<file path="src/rtl/hazard_scoreboard_pkg.sv">
// Shared definitions for the hazard scoreboard and the forwarding comparator that consumes it.
package hazard_scoreboard_pkg;

  localparam int REG_AW = 5;
  localparam logic [REG_AW-1:0] ZERO_REG = '0;

  typedef struct packed {
    logic              valid;
    logic [REG_AW-1:0] dest;
    logic              regwrite;
    logic              memread;
  } slot_t;

  // Forwarding mux select encodings, shared with the consumer side.
  typedef enum logic [1:0] {
    FWD_RF    = 2'b00,
    FWD_MEMWB = 2'b01,
    FWD_EXMEM = 2'b10
  } fwd_sel_e;

  typedef enum logic [1:0] {
    MODE_SHIFT,
    MODE_HOLD,
    MODE_FLUSH,
    MODE_STALL
  } mode_e;

endpackage

</file>
<file path="src/rtl/hazard_scoreboard_sat_counter.sv">
// Saturating up-counter: advances by one when enabled and sticks at all-ones.
module sat_counter #(
  parameter int W = 16
) (
  input  logic         clk_i,
  input  logic         rst_i,
  input  logic         en_i,
  output logic [W-1:0] count_o
);

  logic [W-1:0] count_q, count_d;

  always_comb begin
    count_d = count_q;
    if (en_i && (count_q != '1)) begin
      count_d = count_q + {{(W-1){1'b0}}, 1'b1};
    end
  end

  always_ff @(posedge clk_i or negedge rst_i) begin
    if (!rst_i) begin
      count_q <= '0;
    end else begin
      count_q <= count_d;
    end
  end

  assign count_o = count_q;

endmodule

</file>
<file path="src/rtl/hazard_scoreboard.sv">
// Hazard scoreboard: tracks in-flight destinations through ID/EX, EX/MEM, MEM/WB
// and issues load-use stall, bubble and flush controls.
module hazard_scoreboard
  import hazard_scoreboard_pkg::*;
#(
  parameter int CNT_W = 16
) (
  input  logic              clk_i,
  input  logic              rst_i,
  input  logic              hold_i,
  input  logic              valid_ID_i,
  input  logic [REG_AW-1:0] RS_addr_ID_i,
  input  logic [REG_AW-1:0] RT_addr_ID_i,
  input  logic              uses_rt_ID_i,
  input  logic [REG_AW-1:0] dest_ID_i,
  input  logic              RegWrite_ID_i,
  input  logic              MemRead_ID_i,
  input  logic              branch_taken_EX_i,
  output logic [REG_AW-1:0] RS_addr_IDEX_o,
  output logic [REG_AW-1:0] RT_addr_IDEX_o,
  output logic [REG_AW-1:0] Mux_RegDst_EXMEM_o,
  output logic [REG_AW-1:0] Mux_RegDst_MEMWB_o,
  output logic              EXMEM_WB1_o,
  output logic              MEMWB_WB1_o,
  output logic              PCWrite_o,
  output logic              IFID_Write_o,
  output logic              IFID_Flush_o,
  output logic              IDEX_Bubble_o,
  output logic [CNT_W-1:0]  stall_cnt_o,
  output logic [CNT_W-1:0]  flush_cnt_o
);

  slot_t             idex_q, idex_d;
  slot_t             exmem_q, exmem_d;
  slot_t             memwb_q, memwb_d;
  logic [REG_AW-1:0] rs_q, rs_d;
  logic [REG_AW-1:0] rt_q, rt_d;
  mode_e             mode;
  logic              lu;
  logic              stall_en;
  logic              flush_en;

  // Only a load one stage ahead is too close for forwarding; register 0 never hazards.
  assign lu = valid_ID_i & idex_q.valid & idex_q.memread & idex_q.regwrite &
              (idex_q.dest != ZERO_REG) &
              ((idex_q.dest == RS_addr_ID_i) |
               (uses_rt_ID_i & (idex_q.dest == RT_addr_ID_i)));

  // Hold freezes everything, and a taken branch wins over a stall.
  always_comb begin
    mode = MODE_SHIFT;
    if (!rst_i) begin
      mode = MODE_SHIFT;
    end else if (hold_i) begin
      mode = MODE_HOLD;
    end else if (branch_taken_EX_i) begin
      mode = MODE_FLUSH;
    end else if (lu) begin
      mode = MODE_STALL;
    end
  end

  always_comb begin
    PCWrite_o     = 1'b1;
    IFID_Write_o  = 1'b1;
    IFID_Flush_o  = 1'b0;
    IDEX_Bubble_o = 1'b0;
    case (mode)
      MODE_HOLD: begin
        PCWrite_o    = 1'b0;
        IFID_Write_o = 1'b0;
      end
      MODE_FLUSH: begin
        IFID_Flush_o  = 1'b1;
        IDEX_Bubble_o = 1'b1;
      end
      MODE_STALL: begin
        PCWrite_o     = 1'b0;
        IFID_Write_o  = 1'b0;
        IDEX_Bubble_o = 1'b1;
      end
      default: begin
      end
    endcase
  end

  always_comb begin
    idex_d  = idex_q;
    exmem_d = exmem_q;
    memwb_d = memwb_q;
    rs_d    = rs_q;
    rt_d    = rt_q;
    case (mode)
      MODE_HOLD: begin
      end
      MODE_FLUSH, MODE_STALL: begin
        idex_d  = '0;
        rs_d    = '0;
        rt_d    = '0;
        exmem_d = idex_q;
        memwb_d = exmem_q;
      end
      default: begin
        idex_d  = '{valid: valid_ID_i, dest: dest_ID_i,
                    regwrite: RegWrite_ID_i, memread: MemRead_ID_i};
        rs_d    = RS_addr_ID_i;
        rt_d    = RT_addr_ID_i;
        exmem_d = idex_q;
        memwb_d = exmem_q;
      end
    endcase
  end

  always_ff @(posedge clk_i or negedge rst_i) begin
    if (!rst_i) begin
      idex_q  <= '0;
      exmem_q <= '0;
      memwb_q <= '0;
      rs_q    <= '0;
      rt_q    <= '0;
    end else begin
      idex_q  <= idex_d;
      exmem_q <= exmem_d;
      memwb_q <= memwb_d;
      rs_q    <= rs_d;
      rt_q    <= rt_d;
    end
  end

  assign RS_addr_IDEX_o     = rs_q;
  assign RT_addr_IDEX_o     = rt_q;
  assign Mux_RegDst_EXMEM_o = exmem_q.dest;
  assign Mux_RegDst_MEMWB_o = memwb_q.dest;
  assign EXMEM_WB1_o        = exmem_q.valid & exmem_q.regwrite;
  assign MEMWB_WB1_o        = memwb_q.valid & memwb_q.regwrite;

  assign stall_en = (mode == MODE_STALL);
  assign flush_en = (mode == MODE_FLUSH);

  sat_counter #(.W(CNT_W)) u_stall_cnt (
    .clk_i   (clk_i),
    .rst_i   (rst_i),
    .en_i    (stall_en),
    .count_o (stall_cnt_o)
  );

  sat_counter #(.W(CNT_W)) u_flush_cnt (
    .clk_i   (clk_i),
    .rst_i   (rst_i),
    .en_i    (flush_en),
    .count_o (flush_cnt_o)
  );

endmodule

</file>
<file path="config.mk">
export PLATFORM = sky130hd
export DESIGN_NAME = hazard_scoreboard
export DESIGN_NICKNAME = d
export VERILOG_FILES = /design/src/rtl/hazard_scoreboard_pkg.sv /design/src/rtl/hazard_scoreboard_sat_counter.sv /design/src/rtl/hazard_scoreboard.sv
export SDC_FILE = /design/constraint.sdc
export NUM_CORES = 1
export LEC_CHECK = 0
export BUFFER_PORTS_ARGS = -buffer_cell sky130_fd_sc_hd__buf_2
export CAP_MARGIN = 0
export CORE_ASPECT_RATIO = 0.75
export CORE_UTILIZATION = 35
export CTS_CLUSTER_SIZE = 10
export DETAILED_ROUTE_END_ITERATION = 6
export PLACE_DENSITY = 0.61
export SLEW_MARGIN = 20
export SYNTH_ARGS = -nofsm -noshare
export SYNTH_HDL_FRONTEND = slang
export SYNTH_SLANG_ARGS = --single-unit
</file>
<file path="constraint.sdc">
create_clock -name clk_i -period 2 [get_ports clk_i]
set_input_delay 0.3 -clock clk_i [delete_from_list [all_inputs] [get_ports clk_i]]
set_output_delay 0.3 -clock clk_i [all_outputs]
set_load 0.01 [all_outputs]
</file>
### After elaboration in Yosys (flattened, before gate mapping)

Cells that the tools add are included.
W data, S select, Z words.

| storage, ports and cells | value |
|---|---|
| register bits after elaboration | 64 |
| latch bits | 0 |
| RAM bits | 0 |
| bits in read-only memories | 0 |
| input port bits | 23 |
| output and inout port bits | 58 |
| word-level logic and storage cells | 47 |
| memories | 0 |

| operators by class | value |
|---|---|
| $add $sub $neg | 2 |
| multipliers | 0 |
| div/mod/pow operators | 0 |
| $lt $le $gt $ge | 0 |
| eq/ne operators | 7 |
| shift operators | 0 |
| mux-type cells | 10 |
| bitwise operators | 9 |
| reductions and logical operators | 5 |

Operators with widths:

| cell | count |
|---|---|
| $add A16 B1 Y16 const B | 2 |
| $ne A16 B16 Y1 const B | 2 |
| $pmux W5 S2 | 2 |
| $pmux W8 S2 | 1 |
| $eq A5 B5 Y1 | 2 |
| $and A1 B1 Y1 | 8 |
| $mux W2 | 4 |
| $reduce_bool A5 Y1 | 1 |
| $eq A2 B2 Y1 const B | 2 |
| $reduce_or A2 Y1 | 2 |
| $mux W1 | 3 |
| $eq A2 B1 Y1 const B | 1 |
| $logic_and A1 B1 Y1 | 2 |
| $or A1 B1 Y1 | 1 |

### Depth between registers and ports, before layout

| depth | value |
|---|---|
| depth after elaboration | 12 |
| gate-level depth with buffers | 9 |
| gate-level depth less buffers | 7 |

### Cells and area by module

A second synthesis with hierarchy kept.

| second synthesis, totals | value |
|---|---|
| cell total of the unflattened synthesis | 292 |
| area total of the unflattened synthesis | 3329.4 sq um |

Modules (own cells, without submodules):

| module | instances | cells each | area each (sq um) | sequential area each (sq um) |
|---|---|---|---|---|
| sat_counter | 2 | 72 | 859.6 | 400.4 |
| hazard_scoreboard | 1 | 148 | 1610.3 | 800.8 |

### Least setup slack after synthesis

Ideal clock, no wire load.

| path | value |
|---|---|
| path kind | flip-flop to flip-flop |
| start | register u_stall_cnt.count_q[0] (netlist: u_stall_cnt.count_o[0]) |
| end | register u_stall_cnt.count_q[10] (netlist: u_stall_cnt.count_o[10]) |
| library setup time | 125 ps |
| arrival | 1791 ps |
| data required time | 1875 ps |
| setup slack | 83 ps |
| stages on the path, launching flop included | 10 |
| buffers on the path | 3 |
| clock period less this slack | 1917 ps |
| cells stage by stage | dfrtp_1 ha_1 and4_1 buf_2 a41oi_1 and3_1 buf_6 buf_12 nand4_1 xnor2_1 |

| between the ends | value |
|---|---|
| word-level cells in the longest chain between the ends | 2 |
| elaborated cells on any way between the ends | 3 |
| classes of those cells | add/sub: 1; eq/ne: 1; reduce/logical: 1 |

RTL lines:

| element | line | text |
|---|---|---|
| start: declaration | hazard_scoreboard_sat_counter.sv:11 | `logic [W-1:0] count_q, count_d;` |
| start signal: assignment | hazard_scoreboard_sat_counter.sv:24 | `count_q <= count_d;` |
| branches (longest 2 deep; another with $add A16 B1 Y16) | -- |  |

Parallel ways; which one is timed is not known.
A chain may end at the register's enable or synchronous reset.

### Final worst setup path

| path | value |
|---|---|
| start | register idex_q[2] (netlist name) |
| end | output port PCWrite_o |

| between the ends | value |
|---|---|
| word-level cells in the longest chain between the ends | 11 |
| elaborated cells on any way between the ends | 15 |
| classes of those cells | eq/ne: 4; mux: 5; bitwise: 4; reduce/logical: 2 |

RTL lines:

| element | line | text |
|---|---|---|
| start: declaration | hazard_scoreboard.sv:33 | `slot_t idex_q, idex_d;` |
| start signal: assignment | hazard_scoreboard.sv:122 | `idex_q <= idex_d;` |
| $eq A5 B5 Y1 | hazard_scoreboard.sv:47 | `(uses_rt_ID_i & (idex_q.dest == RT_addr_ID_i)));` |
| $and A1 B1 Y1 | hazard_scoreboard.sv:47 |  |
| $or A1 B1 Y1 | hazard_scoreboard.sv:46 | `((idex_q.dest == RS_addr_ID_i) \|` |
| $and A1 B1 Y1 (*) | hazard_scoreboard.sv:45 | `(idex_q.dest != ZERO_REG) &` |
| $mux W2 (*) | hazard_scoreboard.sv:58 | `end else if (lu) begin` |
| $mux W2 (*) | hazard_scoreboard.sv:56 | `end else if (branch_taken_EX_i) begin` |
| $mux W2 (*) | hazard_scoreboard.sv:54 | `end else if (hold_i) begin` |
| $mux W2 (*) | hazard_scoreboard.sv:52 | `if (!rst_i) begin` |
| $eq A2 B1 Y1 or $eq A2 B2 Y1 (tied branches) | hazard_scoreboard.sv:68 | `case (mode)` |
| $reduce_or A2 Y1 (no line) (*) | -- |  |
| $mux W1 (*) | hazard_scoreboard.sv:68 |  |
| end: declaration | hazard_scoreboard.sv:25 | `output logic PCWrite_o,` |

Every way passes the cells marked *; elsewhere a longest branch is shown, timed or not.

==> results.toml <==
[synth]
ys_seq_area_frac = 0.517
synth.top_cell.area_share = 0.517
post-synth-top-area-cell = "dfrtp_1"
synth_edf_count = 0
syn_inst = 261
ys.flop_type = "dfrtp_1"
yosysMostFrequentCell = "dfrtp_1"
synth_area_leaders = "dfrtp_1, xnor2_1, mux2_2"
synth_fp_nets = 286
synth-seq-cells = 64
async_flop_share = 1.00
synth_cell_types = 35
avgSynthCellArea_um2 = 11.9
ys_top_cells_by_count = "dfrtp_1, xnor2_1, nor2b_1"
ys_warn_count = 0
syn_area_um2 = 3100

[route]
vias = 2224
route.detailed.drc = 0
drt-total-wl_um = 6770
ant_nets = 0
via_per_inst = 4.89
dr.pass1.iters = 4
detail_route.wl_per_cell_um = 14.9
first_iter_violations = 75

[cells_and_area]
fill_cells = 796
finish.utilization = 0.463
fin_nets = 367
antennaDiodeCount = 0
instances_no_fill = 455
synthToLayoutAreaGrowth_pct = 27.4
drive_above_1_share = 0.415

[placement]
dp_cells = 437
placement.io_buffers = 80
gp_congestion = 0.790
dpl.hpwl_um = 4840
place_ws_ps = 59.3

[timing]
worst_slew_pin_slew_ps = 770
timing.hold.ws_ps = 91.1
rsz0062_at_grt = "yes"
slew_headroom = 0.485
fmax_mhz = 488
period_minus_slack_ps = 2050
setup_slack_ps = -49.6
finalSetupViolCount = 2
fin_setup_tns_ps = -98.9
timing.final.crit_share = 1.02
slew_viol_final = 0
skew_ps = 7.10
finalHoldViolations = 0

[pwr]
power_density_nw_per_um2 = 916
worst_ir_drop_vdd_v = 0.000385
leakage_nw = 1.93

[floorplanning]
die_h_um = 83.4
dieArea_um2 = 9230
io_pins = 81
initial_core_util = 0.363
die_x_um = 111
row_count = 29
core_um2 = 8530

[global_route]
overflow = 0
grtUsageTotal = 0.154
antenna_found_initial = 0
grt_pass1_vias = 2156
grt_max_degree = 50
grt_pass1_wl_um = 11300

[clock_tree]
clockBufferDepth = 2
clock-sinks = 64
cts_buffers = 9
path_clk_slew_ps = 60
cts-root-buf = "clkbuf_16"
cts_tree = "yes"
clk_latency_ps = 320
cts_max_level = 3

[status]
status = "finished with violations"
violations = "setup timing"

[critical_path]
crit_required_ps = 1700
critPathMaxFanout = 4
path_cells = "xnor2_2 -> nand3_1 -> o22ai_2 -> and2_4 -> nor2b_1 -> o21ai_1 -> buf_2"
cp.arrival_ps = 1750
slowest_stage = "dfrtp_2"
crit_type = "reg -> out"
cp-end-kind = "primary output"
start_kind = "flip-flop"
r2r_slack_ps = 80
cpPeakStageDelay_ps = 450

[run]
max_cap_violations = 0

[hold_path]
hold_path.class = "in -> async"
==> layer usage <==
metal	GRT usage	vias up	routed length (µm)
li1	-	1079	-
met1	0.224	1098	3490
met2	0.224	45	3040
met3	0.0438	2	210
met4	0.0364	0	31
met5	0	-	0
==> flip-flops by register name, summed over array words and instances (netlist names) <==
| name | count |
|---|---|
| RS_addr_IDEX_o | 5 |
| memwb_q | 2 |
| exmem_q | 2 |
| idex_q | 8 |
| Mux_RegDst_MEMWB_o | 5 |
| Mux_RegDst_EXMEM_o | 5 |
| u_flush_cnt.count_o | 16 |
| u_stall_cnt.count_o | 16 |
| RT_addr_IDEX_o | 5 |
==> worst max-delay path: cells and delay by family (launching register included) <==
kind | cells | cell delay, ps
AND/OR/NAND/NOR | 3 | 400
AO/OA/AOI/OAI | 2 | 230
XOR/XNOR | 1 | 170
flip-flops | 1 | 450
buffers and inverters | 1 | 170
==> placed cells by master (no fill, tap or decap), types with 2 or more instances in the layout <==
cell	count
buf_2	79
dfrtp_1	60
xnor2_1	23
nor2b_1	20
a221o_1	18
mux2_2	17
nand2_1	14
nand4_1	13
xor2_1	11
nor2_1	10
buf_4	10
clkbuf_16	9
nand3_1	8
xnor2_2	5
inv_1	5
and2_1	4
and3_1	4
dfrtp_2	4
nor3_1	3
and4_4	2
and4_1	2
ha_1	2
clkinvlp_4	2
buf_12	2
==> area by class of cell <==
type / instances / area (µm²) / share of cell area
sequential: 64 / 1610 / 0.407
multi-input combinational: 171 / 1370 / 0.347
timing repair buffer: 91 / 510 / 0.129
clock buffer: 10 / 239 / 0.0606
tap: 108 / 135 / 0.0343
clock inverter: 6 / 67.6 / 0.0171
inverter: 5 / 18.8 / 0.00476
==> where the power goes <==
part           internal (mW)  total (mW)  leakage, nW  switching, mW
Sequential              1.42        1.54        0.818          0.121
Combinational          0.250       0.495        0.968          0.244
Clock                   1.00        1.58        0.145          0.579
==> cells by family (layout without fill, tap and decap cells) <==
family	after synthesis	after routing	synth area share
compound gates	25	25	0.0756
xor+xnor	39	39	0.110
fa+ha+maj	2	2	0.00808
buf+inv	26	112	0.0558
flops	64	64	0.517
mux	17	17	0.0618
simple gates	88	88	0.171
==> timing repair <==
item	4_1_cts	5_1_grt
resized for setup	7	5
endpoints found under the hold margin	0	0
endpoints found under the setup margin	3	5
setup buffers	2	0
pin swaps	2	8
hold buffers	0	0
==> metrics by stage <==
| stage | instance area, µm² | power [mW] |
|---|---|---|
| floorplan | 3100 | 1.84 |
| global placement | 3570 | 2.03 |
| detailed placement | 3570 | 2.04 |
| CTS | 3910 | 3.66 |
| global route | 3950 | 3.79 |
| finish | 3950 | 3.61 |
==> final timing paths <==
kind / cells past startpoint / to / from
worst min register to register: 1 / u_stall_cnt.count_o[13]$_DFFE_PN0P_ / u_stall_cnt.count_o[13]$_DFFE_PN0P_
worst min-delay path: 2 / RS_addr_IDEX_o[3]$_DFFE_PN0P_ / rst_i
min in group clk_i: 2 / idex_q[5]$_DFFE_PN0P_ / dest_ID_i[3]
max in group asynchronous: 3 / idex_q[7]$_DFFE_PN0P_ / rst_i
worst max-delay path: 7 / PCWrite_o / idex_q[2]$_DFFE_PN0P_
worst max register to register: 6 / u_stall_cnt.count_o[1]$_DFFE_PN0P_ / u_stall_cnt.count_o[1]$_DFFE_PN0P_
Note: power is estimated with default switching activity, not from simulation.
